--- config.mk ---
export PLATFORM = sky130hd
export DESIGN_NAME = zaxxon_input_flat
export DESIGN_NICKNAME = d
export VERILOG_FILES = /design/src/rtl/zaxxon_input_if.sv /design/src/rtl/zaxxon_input.sv /design/src/flat_wrapper.sv
export SDC_FILE = /design/constraint.sdc
export NUM_CORES = 1
export LEC_CHECK = 0
export ABC_AREA = 1
export BUFFER_PORTS_ARGS = -buffer_cell sky130_fd_sc_hd__clkbuf_2
export CORE_MARGIN = 3
export CORE_UTILIZATION = 54
export CTS_CLUSTER_DIAMETER = 30
export DETAILED_ROUTE_END_ITERATION = 10
export GPL_TIMING_DRIVEN = 1
export PLACE_DENSITY = 0.87
export SYNTH_ARGS = -nofsm -noshare
export SYNTH_HDL_FRONTEND = slang
export SYNTH_SLANG_ARGS = --single-unit
--- constraint.sdc ---
create_clock -name clk_sys -period 2.25 [get_ports clk_sys]
set_clock_uncertainty 0.1 [all_clocks]
set_input_delay 0.225 -clock clk_sys [delete_from_list [all_inputs] [get_ports clk_sys]]
set_output_delay 0.225 -clock clk_sys [all_outputs]
set_load 0.02 [all_outputs]
--- src/rtl/zaxxon_input_if.sv ---
// zaxxon_input_if
// Bundles the player-input signals of the Zaxxon input block.
//   ps2_key        : keyboard event word {toggle, pressed, extended, code[7:0]}
//   joy1, joy2     : joystick words (right, left, down, up, fire, -, start1, start2, coin)
//   p1, p2         : shared control outputs {fire, up, down, left, right}
//   start1, start2 : start button outputs
//   coin1          : shaped coin pulse
// master drives the raw inputs and observes the outputs; slave is the input block.
interface zaxxon_input_if;
    logic [10:0] ps2_key;
    logic [15:0] joy1;
    logic [15:0] joy2;
    logic [4:0]  p1;
    logic [4:0]  p2;
    logic        start1;
    logic        start2;
    logic        coin1;

    modport master (
        output ps2_key, joy1, joy2,
        input  p1, p2, start1, start2, coin1
    );

    modport slave (
        input  ps2_key, joy1, joy2,
        output p1, p2, start1, start2, coin1
    );
endinterface

--- src/rtl/zaxxon_input.sv ---
// zaxxon_input
// Merges PS/2 keyboard events and two joysticks into the Zaxxon control inputs
// and shapes the coin request into a fixed-length coin pulse.
// Ports:
//   clk_sys : system clock (24 MHz), sole clock
//   reset_n : asynchronous active-low reset
//   bus     : zaxxon_input_if.slave (ps2_key/joy1/joy2 in; p1/p2/start1/start2/coin1 out)
// Parameters:
//   COIN_PULSE   : coin1 high time in clk_sys cycles (2 .. 2^20-1)
//   SOCD_NEUTRAL : 1 = opposing directions held together resolve to neutral
module zaxxon_input #(
    parameter int COIN_PULSE   = 240000,
    parameter int SOCD_NEUTRAL = 1
) (
    input  logic             clk_sys,
    input  logic             reset_n,
    zaxxon_input_if.slave    bus
);

    localparam logic [19:0] PULSE_LOAD = 20'(COIN_PULSE - 1);

    typedef enum logic [1:0] {
        IDLE  = 2'd0,
        PULSE = 2'd1,
        HOLD  = 2'd2
    } coin_state_e;

    // Keyboard event decode
    logic       tog_q;
    logic       key_evt;
    logic       key_pressed;
    logic [7:0] key_code;

    // Keyboard latches; bit order of the direction latches matches the output
    // word {fire, up, down, left, right}.
    logic [4:0] kp1_q;
    logic [4:0] kp2_q;
    logic       kstart1_q;
    logic       kstart2_q;
    logic       kcoin_a_q;
    logic       kcoin_b_q;

    logic [4:0] raw_ctrl;
    logic [4:0] p_d;
    logic [4:0] p_q;
    logic       start1_d;
    logic       start1_q;
    logic       start2_d;
    logic       start2_q;
    logic       coin_req;

    coin_state_e state_q;
    logic [19:0] cnt_q;
    logic        coin1_q;

    // Input bits with no function in this block.
    logic unused_bits;
    assign unused_bits = ^{bus.ps2_key[8], bus.joy1[15:9], bus.joy1[5],
                           bus.joy2[15:9], bus.joy2[5]};

    // An event is a change of the toggle bit against last cycle's sample.
    assign key_evt     = bus.ps2_key[10] ^ tog_q;
    assign key_pressed = bus.ps2_key[9];
    assign key_code    = bus.ps2_key[7:0];

    // Clears both members of an opposing pair when they are held together.
    function automatic logic [4:0] resolve_socd(input logic [4:0] raw);
        logic [4:0] res;
        res = raw;
        if (SOCD_NEUTRAL != 0) begin
            if (res[1] && res[0]) res[1:0] = 2'b00;
            if (res[3] && res[2]) res[3:2] = 2'b00;
        end
        return res;
    endfunction

    always_ff @(posedge clk_sys or negedge reset_n) begin
        if (!reset_n) begin
            tog_q     <= 1'b0;
            kp1_q     <= '0;
            kp2_q     <= '0;
            kstart1_q <= 1'b0;
            kstart2_q <= 1'b0;
            kcoin_a_q <= 1'b0;
            kcoin_b_q <= 1'b0;
        end else begin
            tog_q <= bus.ps2_key[10];
            if (key_evt) begin
                case (key_code)
                    8'h75:        kp1_q[3]  <= key_pressed;
                    8'h72:        kp1_q[2]  <= key_pressed;
                    8'h6B:        kp1_q[1]  <= key_pressed;
                    8'h74:        kp1_q[0]  <= key_pressed;
                    8'h14:        kp1_q[4]  <= key_pressed;
                    8'h2D:        kp2_q[3]  <= key_pressed;
                    8'h2B:        kp2_q[2]  <= key_pressed;
                    8'h23:        kp2_q[1]  <= key_pressed;
                    8'h34:        kp2_q[0]  <= key_pressed;
                    8'h1C:        kp2_q[4]  <= key_pressed;
                    8'h05, 8'h16: kstart1_q <= key_pressed;
                    8'h06, 8'h1E: kstart2_q <= key_pressed;
                    8'h76, 8'h2E: kcoin_a_q <= key_pressed;
                    8'h36:        kcoin_b_q <= key_pressed;
                    default: ;
                endcase
            end
        end
    end

    // Upright and cocktail share one control set, so both players merge.
    assign raw_ctrl = kp1_q | bus.joy1[4:0] | kp2_q | bus.joy2[4:0];
    assign p_d      = resolve_socd(raw_ctrl);
    assign start1_d = kstart1_q | bus.joy1[6] | bus.joy2[6];
    assign start2_d = kstart2_q | bus.joy1[7] | bus.joy2[7];
    assign coin_req = kcoin_a_q | kcoin_b_q | bus.joy1[8] | bus.joy2[8];

    always_ff @(posedge clk_sys or negedge reset_n) begin
        if (!reset_n) begin
            p_q      <= '0;
            start1_q <= 1'b0;
            start2_q <= 1'b0;
        end else begin
            p_q      <= p_d;
            start1_q <= start1_d;
            start2_q <= start2_d;
        end
    end

    // Coin shaper: the pulse length is fixed by the counter alone; the request
    // is only looked at in IDLE and HOLD, so a held or re-glitched request can
    // neither extend nor repeat a pulse until it has dropped.
    always_ff @(posedge clk_sys or negedge reset_n) begin
        if (!reset_n) begin
            state_q <= IDLE;
            cnt_q   <= '0;
            coin1_q <= 1'b0;
        end else begin
            case (state_q)
                IDLE: begin
                    if (coin_req) begin
                        state_q <= PULSE;
                        cnt_q   <= PULSE_LOAD;
                        coin1_q <= 1'b1;
                    end
                end
                PULSE: begin
                    if (cnt_q == 20'd0) begin
                        state_q <= HOLD;
                        coin1_q <= 1'b0;
                    end else begin
                        cnt_q <= cnt_q - 20'd1;
                    end
                end
                HOLD: begin
                    coin1_q <= 1'b0;
                    if (!coin_req) state_q <= IDLE;
                end
                default: begin
                    state_q <= IDLE;
                    coin1_q <= 1'b0;
                end
            endcase
        end
    end

    assign bus.p1     = p_q;
    assign bus.p2     = p_q;
    assign bus.start1 = start1_q;
    assign bus.start2 = start2_q;
    assign bus.coin1  = coin1_q;

endmodule

--- src/flat_wrapper.sv ---
// flat-port wrapper written by rule: the top's interface ports become plain ports
module zaxxon_input_flat 
#(
    parameter int COIN_PULSE   = 240000,
    parameter int SOCD_NEUTRAL = 1
)
  (clk_sys, reset_n, bus_ps2_key, bus_joy1, bus_joy2, bus_p1, bus_p2, bus_start1, bus_start2, bus_coin1);
  zaxxon_input_if bus_i ();
  input  logic clk_sys;
  input  logic reset_n;
  input wire logic [$bits(bus_i.ps2_key)-1:0] bus_ps2_key;
  input wire logic [$bits(bus_i.joy1)-1:0] bus_joy1;
  input wire logic [$bits(bus_i.joy2)-1:0] bus_joy2;
  output wire logic [$bits(bus_i.p1)-1:0] bus_p1;
  output wire logic [$bits(bus_i.p2)-1:0] bus_p2;
  output wire logic [$bits(bus_i.start1)-1:0] bus_start1;
  output wire logic [$bits(bus_i.start2)-1:0] bus_start2;
  output wire logic [$bits(bus_i.coin1)-1:0] bus_coin1;
  assign bus_i.ps2_key = bus_ps2_key;
  assign bus_i.joy1 = bus_joy1;
  assign bus_i.joy2 = bus_joy2;
  assign bus_p1 = bus_i.p1;
  assign bus_p2 = bus_i.p2;
  assign bus_start1 = bus_i.start1;
  assign bus_start2 = bus_i.start2;
  assign bus_coin1 = bus_i.coin1;
  zaxxon_input #(.COIN_PULSE(COIN_PULSE), .SOCD_NEUTRAL(SOCD_NEUTRAL)) u_core (.clk_sys(clk_sys), .reset_n(reset_n), .bus(bus_i));
endmodule
### Yosys cells after proc, flatten, opt, wreduce, memory -nomap -nowiden

Index checks and enable logic that the tools add are counted.

| operators by class | value |
|---|---|
| reduce and logical (&&, ||, !) cells | 25 |
| equality and inequality tests | 23 |
| add/subtract/negate cells | 1 |
| bitwise operators | 11 |
| muxes and demuxes | 12 |

Operator list:

| operator | number |
|---|---|
| $eq A8 B6 Y1 const B | 6 |
| $eq A8 B7 Y1 const B | 5 |
| $mux W20 | 2 |
| $pmux W20 S2 | 1 |
| $eq A8 B5 Y1 const B | 4 |
| $reduce_and A2 Y1 | 15 |
| $logic_not A20 Y1 | 1 |
| $sub A20 B1 Y20 const B | 1 |
| $eq A8 B3 Y1 const B | 2 |
| $or A5 B5 Y5 | 3 |
| $mux W2 | 5 |
| $or A1 B1 Y1 | 7 |
| $pmux W2 S3 | 1 |
| $reduce_and A3 Y1 | 2 |
| $reduce_or A2 Y1 | 3 |
| $ne A2 B1 Y1 const B | 2 |
| $ne A2 B2 Y1 const B | 2 |
| $eq A2 B1 Y1 const B | 1 |
| $eq A2 B2 Y1 const B | 1 |
| $logic_and A1 B1 Y1 | 2 |
| $logic_not A2 Y1 | 1 |
| $mux W1 | 2 |
| $pmux W1 S2 | 1 |
| $reduce_bool A2 Y1 | 1 |
| $xor A1 B1 Y1 | 1 |

| word-level totals | value |
|---|---|
| register bits after elaboration | 45 |
| word-level logic and storage cells | 93 |
| input port bits | 45 |
| output and inout port bits | 13 |

### Depth between registers and ports, before layout

Gate-level depths: netlist of run 1.

| depth | value |
|---|---|
| word-level depth | 5 |
| gate-level depth with buffers | 10 |
| mapped depth without buffers | 9 |

### Least setup slack after synthesis of run 1

No wires, ideal clock.

| timing path | value |
|---|---|
| path kind | register to register |
| start point | register u_core.cnt_q[0] |
| end point | register u_core.cnt_q[6] |
| setup time | 0.123 ns |
| path slack | 0.641 ns |
| clock period less this slack | 1.609 ns |
| path buffers | 1 |
| data required time | 2.027 ns |
| arrival time | 1.386 ns |
| cell stages (with the launch flop) | 9 |
| cell sequence | dfrtp_1 > inv_1 > ha_1 > clkbuf_1 > inv_1 > nor2_1 > xor2_1 > o21ai_0 > nand2_1 |

| on the way | value |
|---|---|
| cells in the longest elaborated chain, start to end | 3 |
| elaborated cells between the ends (all ways) | 6 |
| classes of those cells | add/sub: 1; eq/ne: 1; mux: 2; reduce/logical: 2 |

Ends and longest elaborated chain:

| element | line | text |
|---|---|---|
| start: declaration | zaxxon_input.sv:53 | `logic [19:0] cnt_q;` |
| start signal: assignment | zaxxon_input.sv:151 | `cnt_q <= cnt_q - 20'd1;` |
| $sub A20 B1 Y20 / $logic_not A20 Y1 (equally long branches) | zaxxon_input.sv:151, zaxxon_input.sv:147 |  |
| $mux W20 / $ne A2 B2 Y1 (equally long branches) | -- |  |
| $pmux W20 S2 / $reduce_and A3 Y1 (equally long branches) | -- |  |

Parallel ways exist; a longest one is shown, timed or not. The select of a mux whose other input is x is not followed.
A chain may end at the register's enable or synchronous reset.

### Final worst setup path of run 1

| timing path | value |
|---|---|
| start point | register u_core.cnt_q[0] |
| end point | register u_core.cnt_q[0] |

The elaborated chain is that of the path after synthesis.

==> results.sh, run 1 <==
export IMPL_status="complete, no violations"
export IMPL_synth_top_family_by_area="simple AND/OR/NAND/NOR gates"
export IMPL_cp_required_ns=2.33
export IMPL_clock_sinks=45
export IMPL_dr_pass1_iters=4
export IMPL_clk_latency_ns=0.30
export IMPL_cp_start_kind="register"
export IMPL_holdWs_ns=0.0159
export IMPL_ctsResizeCount=0
export IMPL_syn2layout_area_growth_pct=13.8
export IMPL_ys_seq_elements=45
export IMPL_fin_crit_sh_pct=85.1
export IMPL_hold_end="u_core.bus.start2$_DFF_PN0_"
export IMPL_ys_types=29
export IMPL_final_min_clock_period_ns=1.92
export IMPL_crit_chain="inv_1 -> ha_1 -> nand2_1 -> nor2_2 -> nand3_4 -> nand2_4 -> nand2_4 -> o21ai_0 -> o21ai_0"
export IMPL_hold_viol_final=0
export IMPL_drtAntennaViolNets=0
export IMPL_setup_viol=0
export IMPL_p_sw_uw=708
export IMPL_gr_usage_all_layers_pct=22.2
export IMPL_synth_top_flop_cell="dfrtp_1"
export IMPL_die_h_microns=74.3
export IMPL_async_flop_share_pct=100
export IMPL_drtIter0Drc=91
export IMPL_grt_max_degree=27
export IMPL_synthCells=331
export IMPL_synth_seq_area_share_pct=44.7
export IMPL_tightest_slew_ns=0.636
export IMPL_crit_family="simple AND/OR/NAND/NOR gates"
export IMPL_setup_tns_final_ns=0
export IMPL_gp_congestion=0.866
export IMPL_syn_nets=378
export IMPL_numPortBuffers=40
export IMPL_cp_end_kind="register"
export IMPL_r2r_setup_slack_ns=0.33
export IMPL_clock_root_buffer="clkbuf_8"
export IMPL_power_leakage_nw=1.43
export IMPL_min_path_cells=2
export IMPL_synth_edff_count=0
export IMPL_nFillCells=368
export IMPL_cts_made_buffers=5
export IMPL_cp_num_buf_inv=1
export IMPL_power_share_combinational_pct=24.2
export IMPL_ff2ff_path_depth=9
export IMPL_irDropWorstVdd_mv=0.347
export IMPL_use_met2_pct=40.1
export IMPL_intPower_mw=1.47
export IMPL_multiInputGateArea_sq_um=1200
export IMPL_power_density_nw_per_um2=759
export IMPL_hp_class="input pin to register"
export IMPL_synthMuxAreaShare_pct=0
export IMPL_initial_core_util_pct=57.1
export IMPL_grt_setup_unrepaired="false"
export IMPL_cp_arrival_ns=1.99
export IMPL_slowest_stage="dfrtp_1"
export IMPL_h_tree_depth=2
export IMPL_drive_above_1_share_pct=18.3
export IMPL_cp_max_fo=22
export IMPL_syn_area_per_cell_sq_um=7.61
export IMPL_synth_xor_xnor_area_share_pct=1.74
export IMPL_power_frac_seq_pct=46.8
export IMPL_overflow=0
export IMPL_synthSimpleGateAreaFrac_pct=37.3
export IMPL_grt_pass1_wl_mm=9.56
export IMPL_top_usage_layer="met2"
export IMPL_pwr_share_clk_pct=29.0
export IMPL_finalInstanceArea_sq_um=2870
export IMPL_regToRegEndpoint="u_core.cnt_q[0]$_DFFE_PN0P_"
export IMPL_die_area_sq_um=5520
export IMPL_worstSetupPathType="register to register"
export IMPL_fin_cells=424
export IMPL_cts_reportedPaths_clkPinSlew_ns=0.08
export IMPL_viasPerCell=5.34
export IMPL_routed_wl_mm=5.26
export IMPL_grt_use_met3_pct=4.86
export IMPL_max_stage_delay_ns=0.39
export IMPL_yosys_warnings=0
export IMPL_r2r_start="u_core.cnt_q[0]$_DFFE_PN0P_"
export IMPL_synth_cell_area_sq_um=2520
export IMPL_synth_fa_ha_area_share_pct=0.994
export IMPL_dp_hpwl_mm=4.10
export IMPL_slew_limit_headroom_pct=57.6
export IMPL_cts_tree="done"
export IMPL_register_area_sq_um=1130
export IMPL_ios=58
export IMPL_fp_dieW_microns=74.3
export IMPL_antenna_found_initial=0
export IMPL_synth_compound_area_share_pct=7.55
export IMPL_num_rows=24
export IMPL_coreArea_sq_um=4410
export IMPL_diodes=0
export IMPL_cts_buffer_depth=2
export IMPL_cp_depth=9
export IMPL_final_nets=418
export IMPL_placed_area_sq_um=2730
export IMPL_fmax_mhz=522
export IMPL_min_from="bus_joy2[7]"
export IMPL_vias=2265
export IMPL_first_global_vias=2311
export IMPL_sw_frac_of_total_pct=32.6
export IMPL_slew_violations=0
export IMPL_cap_violations=0
export IMPL_drc=0
export IMPL_grtUsageMet1_pct=25.1
export IMPL_routedWlPerCell_microns=12.4
export IMPL_placed_cells=414
[flip-flops by register name, summed over array words and instances, names as in the netlist]
name / flops
u_core.kstart1_q: 1
u_core.kcoin_b_q: 1
u_core.kstart2_q: 1
u_core.kp1_q: 5
u_core.bus.start2: 1
u_core.bus.coin1: 1
u_core.tog_q: 1
u_core.bus.start1: 1
u_core.cnt_q: 20
u_core.bus.p1: 5
u_core.kcoin_a_q: 1
u_core.kp2_q: 5
u_core.state_q: 2
[power by group through the flow]
stage                     clock, mW  combinational (mW)  sequential, mW
after detailed placement          0               0.527            1.04
after global routing          0.682               0.612            1.04
after CTS                     0.643               0.530            1.02
final                         0.631               0.525            1.02
after floorplan                   0               0.392            1.02
after global placement            0               0.504            1.03
[metal layers]
| metal | vias to the layer above | share of wire [%] |
|---|---|---|
| met5 | - | 0 |
| met4 | 0 | 2.0 |
| met3 | 12 | 5.3 |
| met2 | 73 | 52 |
| met1 | 1022 | 41 |
| li1 | 1158 | - |
[layout by cell type (no fill, tap or decap), types with 3 or more instances in the layout]
cell	count
or2_2	3
xor2_1	5
nor2_2	6
a21o_1	4
inv_1	28
clkbuf_8	6
buf_4	4
dfrtp_1	45
nor4_1	4
nand3_1	39
a21oi_1	3
nand2_1	69
o21ai_0	29
nor3_1	5
nand4_1	11
clkbuf_2	40
nor2_1	50
[layout make-up]
type | count | share of cell area [%]
multi-input cells | 244 | 41.8
flip-flops and latches | 45 | 39.3
repair buffers | 46 | 8.73
inverters | 29 | 3.80
clock buffers | 7 | 3.01
well taps | 52 | 2.27
clock inverters | 1 | 1.05
[repair_timing]
action / CTS / global route
endpoints found under the setup margin: 0 / 0
hold buffers: 2 / 0
buffers inserted: 0 / 0
hold endpoints to repair: 25 / 0
[cells by family (layout without fill, tap and decap cells)]
kind of cell / after synthesis / in the layout
fa+ha+maj: 2 / 2
flops: 45 / 45
buf+inv: 42 / 83
xor+xnor: 5 / 5
compound gates: 36 / 36
simple gates: 201 / 201
[how the worst max path moves through the flow]
stage	end	slack (ns)	from
finish	u_core.cnt_q[0]$_DFFE_PN0P_	0.33	u_core.cnt_q[0]$_DFFE_PN0P_
global route	u_core.cnt_q[4]$_DFFE_PN0P_	0.14	u_core.cnt_q[0]$_DFFE_PN0P_
CTS	u_core.cnt_q[4]$_DFFE_PN0P_	0.32	u_core.cnt_q[0]$_DFFE_PN0P_
detailed placement	u_core.cnt_q[4]$_DFFE_PN0P_	0.34	u_core.cnt_q[0]$_DFFE_PN0P_
global placement	u_core.cnt_q[0]$_DFFE_PN0P_	0.40	u_core.cnt_q[0]$_DFFE_PN0P_
floorplan	u_core.cnt_q[6]$_DFFE_PN0P_	0.64	u_core.cnt_q[0]$_DFFE_PN0P_
[metrics by stage]
| step | worst slack, ns | util, % | total power, mW |
|---|---|---|---|
| 3_5_place_dp | 0.335 | 61.8 | 1.56 |
| 4_1_cts | 0.324 | 64.9 | 2.19 |
| 6_report | 0.334 | 64.9 | 2.18 |
| 3_3_place_gp | 0.402 | 61.8 | 1.54 |
| 5_1_grt | 0.136 | 64.9 | 2.33 |
| 2_1_floorplan | 0.641 | - | 1.41 |
[Yosys cell counts, types with 4 or more instances]
| cell | number | area, sq um |
|---|---|---|
| a21o_1 | 4 | 30.0 |
| buf_4 | 7 | 52.6 |
| dfrtp_1 | 45 | 1130 |
| inv_1 | 28 | 105 |
| nand2_1 | 69 | 259 |
| nand3_1 | 39 | 195 |
| nand4_1 | 11 | 68.8 |
| nor2_1 | 50 | 188 |
| nor2_2 | 6 | 37.5 |
| nor3_1 | 5 | 25.0 |
| nor4_1 | 4 | 25.0 |
| o21ai_0 | 29 | 145 |
| xor2_1 | 5 | 43.8 |
(Power assumes the default switching activity.)
==> run 2, diff against run 1 <==
Settings changed: CORE_UTILIZATION 54 to 56, CTS_BUF_LIST set to sky130_fd_sc_hd__clkbuf_4 sky130_fd_sc_hd__clkbuf_8, PLACE_DENSITY 0.87 to 0.89.
==> run 2 against run 1 <==
Sequential share of layout area grew 0.24 points. Design area shrank 0.61%. Register-to-register slack is essentially flat. Worst setup slack lost 0.015 ns. Non-clock buffer count grew 1. Maximum frequency shrank 0.77%. Critical path type unchanged. Largest cell class unchanged.
==> results.sh, run 2 (same netlist as run 1, synthesis figures left out) <==
export IMPL_grt_setup_unrepaired="false"
export IMPL_cp_end_kind="register"
export IMPL_routedWlPerCell_microns=12.9
export IMPL_drtIter0Drc=143
export IMPL_clk_latency_ns=0.30
export IMPL_r2r_setup_slack_ns=0.32
export IMPL_cp_start_kind="register"
export IMPL_sw_frac_of_total_pct=35.0
export IMPL_ff2ff_path_depth=9
export IMPL_irDropWorstVdd_mv=0.453
export IMPL_cp_arrival_ns=2.01
export IMPL_die_h_microns=73.1
export IMPL_power_share_combinational_pct=25.9
export IMPL_hp_class="input pin to register"
export IMPL_critPathCapture="u_core.cnt_q[0]$_DFFE_PN0P_"
export IMPL_initial_core_util_pct=60.4
export IMPL_numPortBuffers=40
export IMPL_first_global_vias=2383
export IMPL_p_sw_uw=720
export IMPL_final_min_clock_period_ns=1.93
export IMPL_hold_viol_final=0
export IMPL_cp_max_fo=22
export IMPL_clock_sinks=45
export IMPL_critPathLaunch="u_core.cnt_q[0]$_DFFE_PN0P_"
export IMPL_slew_violations=0
export IMPL_worstSetupPathType="register to register"
export IMPL_grt_max_degree=23
export IMPL_drive_above_1_share_pct=18.5
export IMPL_cts_reportedPaths_clkPinSlew_ns=0.08
export IMPL_coreArea_sq_um=4170
export IMPL_ios=58
export IMPL_drtAntennaViolNets=0
export IMPL_slew_limit_headroom_pct=65.7
export IMPL_cp_required_ns=2.33
export IMPL_diodes=0
export IMPL_dr_pass1_iters=4
export IMPL_setup_tns_final_ns=0
export IMPL_cts_buffer_depth=2
export IMPL_clock_root_buffer="clkbuf_8"
export IMPL_die_area_sq_um=5340
export IMPL_cts_made_buffers=5
export IMPL_status="complete, no violations"
export IMPL_final_cell_mix="nand2_1, nor2_1, dfrtp_1"
export IMPL_pre_cts_ws_ns=0.342
export IMPL_gr_usage_all_layers_pct=23.0
export IMPL_finalInstanceArea_sq_um=2850
export IMPL_fin_ws_ns=0.319
export IMPL_final_nets=419
export IMPL_fin_crit_sh_pct=85.8
export IMPL_power_leakage_nw=1.41
export IMPL_power_frac_seq_pct=49.6
export IMPL_drc=0
export IMPL_tightest_slew_ns=0.510
export IMPL_placed_area_sq_um=2730
export IMPL_viasPerCell=5.53
export IMPL_syn2layout_area_growth_pct=13.1
export IMPL_antenna_found_initial=0
export IMPL_power_density_nw_per_um2=722
export IMPL_h_tree_depth=2
export IMPL_largest_register_ffs=20
export IMPL_routed_wl_mm=5.45
export IMPL_intPower_mw=1.34
export IMPL_fp_dieW_microns=73.1
export IMPL_regMostFlops="u_core.cnt_q"
export IMPL_final_common_cell="nand2_1"
export IMPL_cts_tree="done"
export IMPL_num_rows=23
export IMPL_setup_viol=0
export IMPL_dp_hpwl_mm=4.14
export IMPL_regToRegEndpoint="u_core.cnt_q[0]$_DFFE_PN0P_"
export IMPL_r2r_start="u_core.cnt_q[0]$_DFFE_PN0P_"
export IMPL_gp_congestion=0.882
export IMPL_overflow=0
export IMPL_vias=2338
export IMPL_grt_pass1_wl_mm=9.73
export IMPL_fmax_mhz=518
export IMPL_pwr_share_clk_pct=24.5
export IMPL_cap_violations=0
## run 2: changes by cell type in the layout (fill, tap and decap cells not counted)
cell           delta
clkinvlp_4        +2
bufinv_16         -1
clkbuf_1          -1
clkbuf_4          +1
clkbuf_8          -1
dlygate4sd3_1     +1
## run 2: critical path, stage by stage, from the launching register on
cell	delay, ns
dfrtp_1	0.39
inv_1	0.17
ha_1	0.19
nand2_1	0.07
nor2_2	0.17
nand3_4	0.10
nand2_4	0.21
nand2_4	0.19
o21ai_0	0.12
o21ai_0	0.10
## run 2: worst min path at each step
stage | startpoint | to | slack, ns | cells past startpoint
3_3_place_gp | reset_n | u_core.cnt_q[4]$_DFFE_PN0P_ | 0.12 | 1
2_1_floorplan | reset_n | u_core.bus.coin1$_DFFE_PN0P_ | -0.17 | 0
5_1_grt | bus_joy1[6] | u_core.bus.start1$_DFF_PN0_ | 0.03 | 2
6_report | bus_joy2[7] | u_core.bus.start2$_DFF_PN0_ | 0.01 | 2
3_5_place_dp | reset_n | u_core.cnt_q[4]$_DFFE_PN0P_ | 0.14 | 1
4_1_cts | bus_joy2[7] | u_core.bus.start2$_DFF_PN0_ | 0.003 | 2
## run 2: through the flow
step                      power (mW)  util, %  std cells  hold WS, ns
after floorplan                 1.41        -        331       -0.171
after global placement          1.54     65.3        412        0.125
after detailed placement        1.57     65.3        412        0.135
after CTS                       2.07     68.2        423      0.00292
after global routing            2.20     68.2        423       0.0261
final                           2.06     68.2        423       0.0120
## run 2: power groups by stage
stage,sequential [mW],combinational (mW),clock (mW)
detailed placement,1.03,0.531,0
global placement,1.03,0.505,0
CTS,1.02,0.537,0.516
global route,1.04,0.619,0.544
floorplan,1.02,0.392,0
finish,1.02,0.534,0.504
## run 2: metal layers
metal	track usage [%]	routed length (microns)
met1	25.0	2200
met4	11.7	125
met2	41.4	2830
met5	0	0
met3	5.37	291
## run 2: cell type report
class	count	area, sq um
clock buffers	6	76.3
clock inverters	2	15.0
fillers	330	1330
inverters	29	109
multi-input cells	244	1200
flip-flops and latches	45	1130
well taps	50	62.6
repair buffers	47	260
## run 2: timing repair
| item | 4_1_cts | 5_1_grt |
|---|---|---|
| endpoints found under the hold margin | 20 | 0 |
| hold buffers | 3 | 0 |
| gates resized for setup | 0 | 0 |
| setup buffers | 0 | 0 |
==> run 3, diff against run 2 <==
==> constraint.sdc (replaced) <==
create_clock -name clk_sys -period 2.25 [get_ports clk_sys]
set_clock_uncertainty 0.1 [all_clocks]
set_input_delay 0.45 -clock clk_sys [delete_from_list [all_inputs] [get_ports clk_sys]]
set_output_delay 0.45 -clock clk_sys [all_outputs]
set_load 0.02 [all_outputs]
==> run 3 against run 2 <==
Sequential power barely moved. Global-route usage fell by 0.91 points. Largest cell class unchanged. Die area did not move. Highest routed layer unchanged.
==> results.sh, run 3 (same netlist as run 1, synthesis figures left out) <==
export IMPL_status="complete, no violations"
export IMPL_hp_class="input pin to async pin"
export IMPL_slew_limit_headroom_pct=54.8
export IMPL_cp_depth=9
export IMPL_ctsResizeCount=0
export IMPL_cts_reportedPaths_clkPinSlew_ns=0.09
export IMPL_overflow=0
export IMPL_cts_tree="done"
export IMPL_dr_pass1_iters=4
export IMPL_routedWlPerCell_microns=12.8
export IMPL_num_rows=23
export IMPL_clock_sinks=45
export IMPL_largest_register_ffs=20
export IMPL_antenna_found_initial=0
export IMPL_placed_cells=413
export IMPL_final_common_cell="nand2_1"
export IMPL_cp_required_ns=2.34
export IMPL_die_area_sq_um=5340
export IMPL_fmax_mhz=519
export IMPL_crit_chain="inv_1 -> ha_1 -> nand2_1 -> nor2_2 -> nand3_4 -> nand2_4 -> nand2_4 -> o21ai_0 -> o21ai_0"
export IMPL_cp_start_kind="register"
export IMPL_vias=2274
export IMPL_first_global_vias=2176
export IMPL_worstSetupPathType="register to register"
export IMPL_grt_pass1_wl_mm=9.22
export IMPL_gr_usage_all_layers_pct=22.1
export IMPL_cts_buffer_depth=2
export IMPL_clock_root_buffer="clkbuf_8"
export IMPL_cts_hold_buf=0
export IMPL_max_stage_delay_ns=0.39
export IMPL_tightest_slew_ns=0.677
export IMPL_power_leakage_nw=1.41
export IMPL_power_density_nw_per_um2=734
export IMPL_setup_tns_final_ns=0
export IMPL_grt_setup_unrepaired="false"
export IMPL_final_min_clock_period_ns=1.93
export IMPL_gp_congestion=0.928
export IMPL_slew_violations=0
export IMPL_drive_above_1_share_pct=18.9
export IMPL_viasPerCell=5.40
export IMPL_post_cts_buffers=0
export IMPL_nFillCells=321
export IMPL_regMostFlops="u_core.cnt_q"
export IMPL_coreArea_sq_um=4170
export IMPL_dp_hpwl_mm=4.01
export IMPL_irDropWorstVdd_mv=0.511
export IMPL_initial_core_util_pct=60.4
export IMPL_h_tree_depth=2
export IMPL_final_cell_mix="nand2_1, nor2_1, dfrtp_1"
export IMPL_cp_num_buf_inv=1
export IMPL_diodes=0
export IMPL_slowest_stage="dfrtp_1"
export IMPL_multiInputGateArea_sq_um=1200
export IMPL_setup_viol=0
export IMPL_hold_viol_final=0
export IMPL_routed_wl_mm=5.41
export IMPL_cp_max_fo=22
export IMPL_drtAntennaViolNets=0
export IMPL_die_h_microns=73.1
export IMPL_cp_end_kind="register"
export IMPL_final_nets=417
export IMPL_ios=58
export IMPL_fin_crit_sh_pct=85.6
export IMPL_syn2layout_area_growth_pct=12.2
export IMPL_cts_made_buffers=5
export IMPL_numPortBuffers=40
export IMPL_ff2ff_path_depth=9
export IMPL_clk_latency_ns=0.31
export IMPL_crit_family="simple AND/OR/NAND/NOR gates"
export IMPL_drc=0
export IMPL_drtIter0Drc=154
export IMPL_grt_max_degree=30
export IMPL_cap_violations=0
export IMPL_fp_dieW_microns=73.1
export IMPL_register_area_sq_um=1130
export IMPL_cp_arrival_ns=2.02
export IMPL_fin_cells=421
## run 3: cell types whose count changed in the layout (fill, tap and decap cells not counted), sizes merged
| cell | change |
|---|---|
| buf | +1 |
| dlygate4sd3 | -3 |
## run 3: path summary, 6_finish.rpt
check	startpoint	to	slack [ns]
setup / recovery	u_core.cnt_q[0]$_DFFE_PN0P_	u_core.cnt_q[4]$_DFFE_PN0P_	0.32
hold / removal	reset_n	u_core.kcoin_b_q$_DFFE_PN0P_	0.07
setup reg to reg	u_core.cnt_q[0]$_DFFE_PN0P_	u_core.cnt_q[4]$_DFFE_PN0P_	0.32
hold reg to reg	u_core.kstart2_q$_DFFE_PN0P_	u_core.bus.start2$_DFF_PN0_	0.38
max in group asynchronous	reset_n	u_core.cnt_q[15]$_DFFE_PN0P_	1.36
min in group clk_sys	bus_ps2_key[10]	u_core.tog_q$_DFF_PN0_	0.16
## run 3: cell type report
cell class | instances | area share, %
clock buffers | 6 | 2.70
clock inverters | 2 | 0.531
inverters | 29 | 3.85
multi-input cells | 244 | 42.4
flip-flops and latches | 45 | 39.9
well taps | 50 | 2.21
repair buffers | 45 | 8.41
## run 3: report_power, final
| group | total, mW | switching (mW) | internal (mW) |
|---|---|---|---|
| Combinational | 0.533 | 0.344 | 0.189 |
| Clock | 0.519 | 0.288 | 0.231 |
| Sequential | 1.02 | 0.107 | 0.915 |
## run 3: per-stage QoR
stage	hold slack, ns	area, sq um	power (mW)	utilization [%]	setup WS, ns
finish	0.0672	2830	2.07	67.7	0.325
global route	0.116	2830	2.21	67.7	0.150
CTS	0.0973	2830	2.07	67.7	0.332
detailed placement	0.364	2730	1.56	65.5	0.347
global placement	0.358	2730	1.54	65.5	0.393
floorplan	0.0544	2520	1.41	-	0.641
## run 3: worst reg2reg max path, stage by stage (launching register included)
cell and delay [ns]:
dfrtp_1 0.39, inv_1 0.16, ha_1 0.19, nand2_1 0.07, nor2_2 0.18, nand3_4 0.11
nand2_4 0.21, nand2_4 0.18, o21ai_0 0.12, o21ai_0 0.10
## run 3: per-layer routing
metal | track usage [%] | up-vias | routed length, microns
met3 | 5.51 | 4 | 275
met5 | 0 | - | 0
met1 | 26.2 | 1049 | 2270
li1 | - | 1161 | -
met2 | 38.4 | 60 | 2810
met4 | 8.20 | 0 | 53
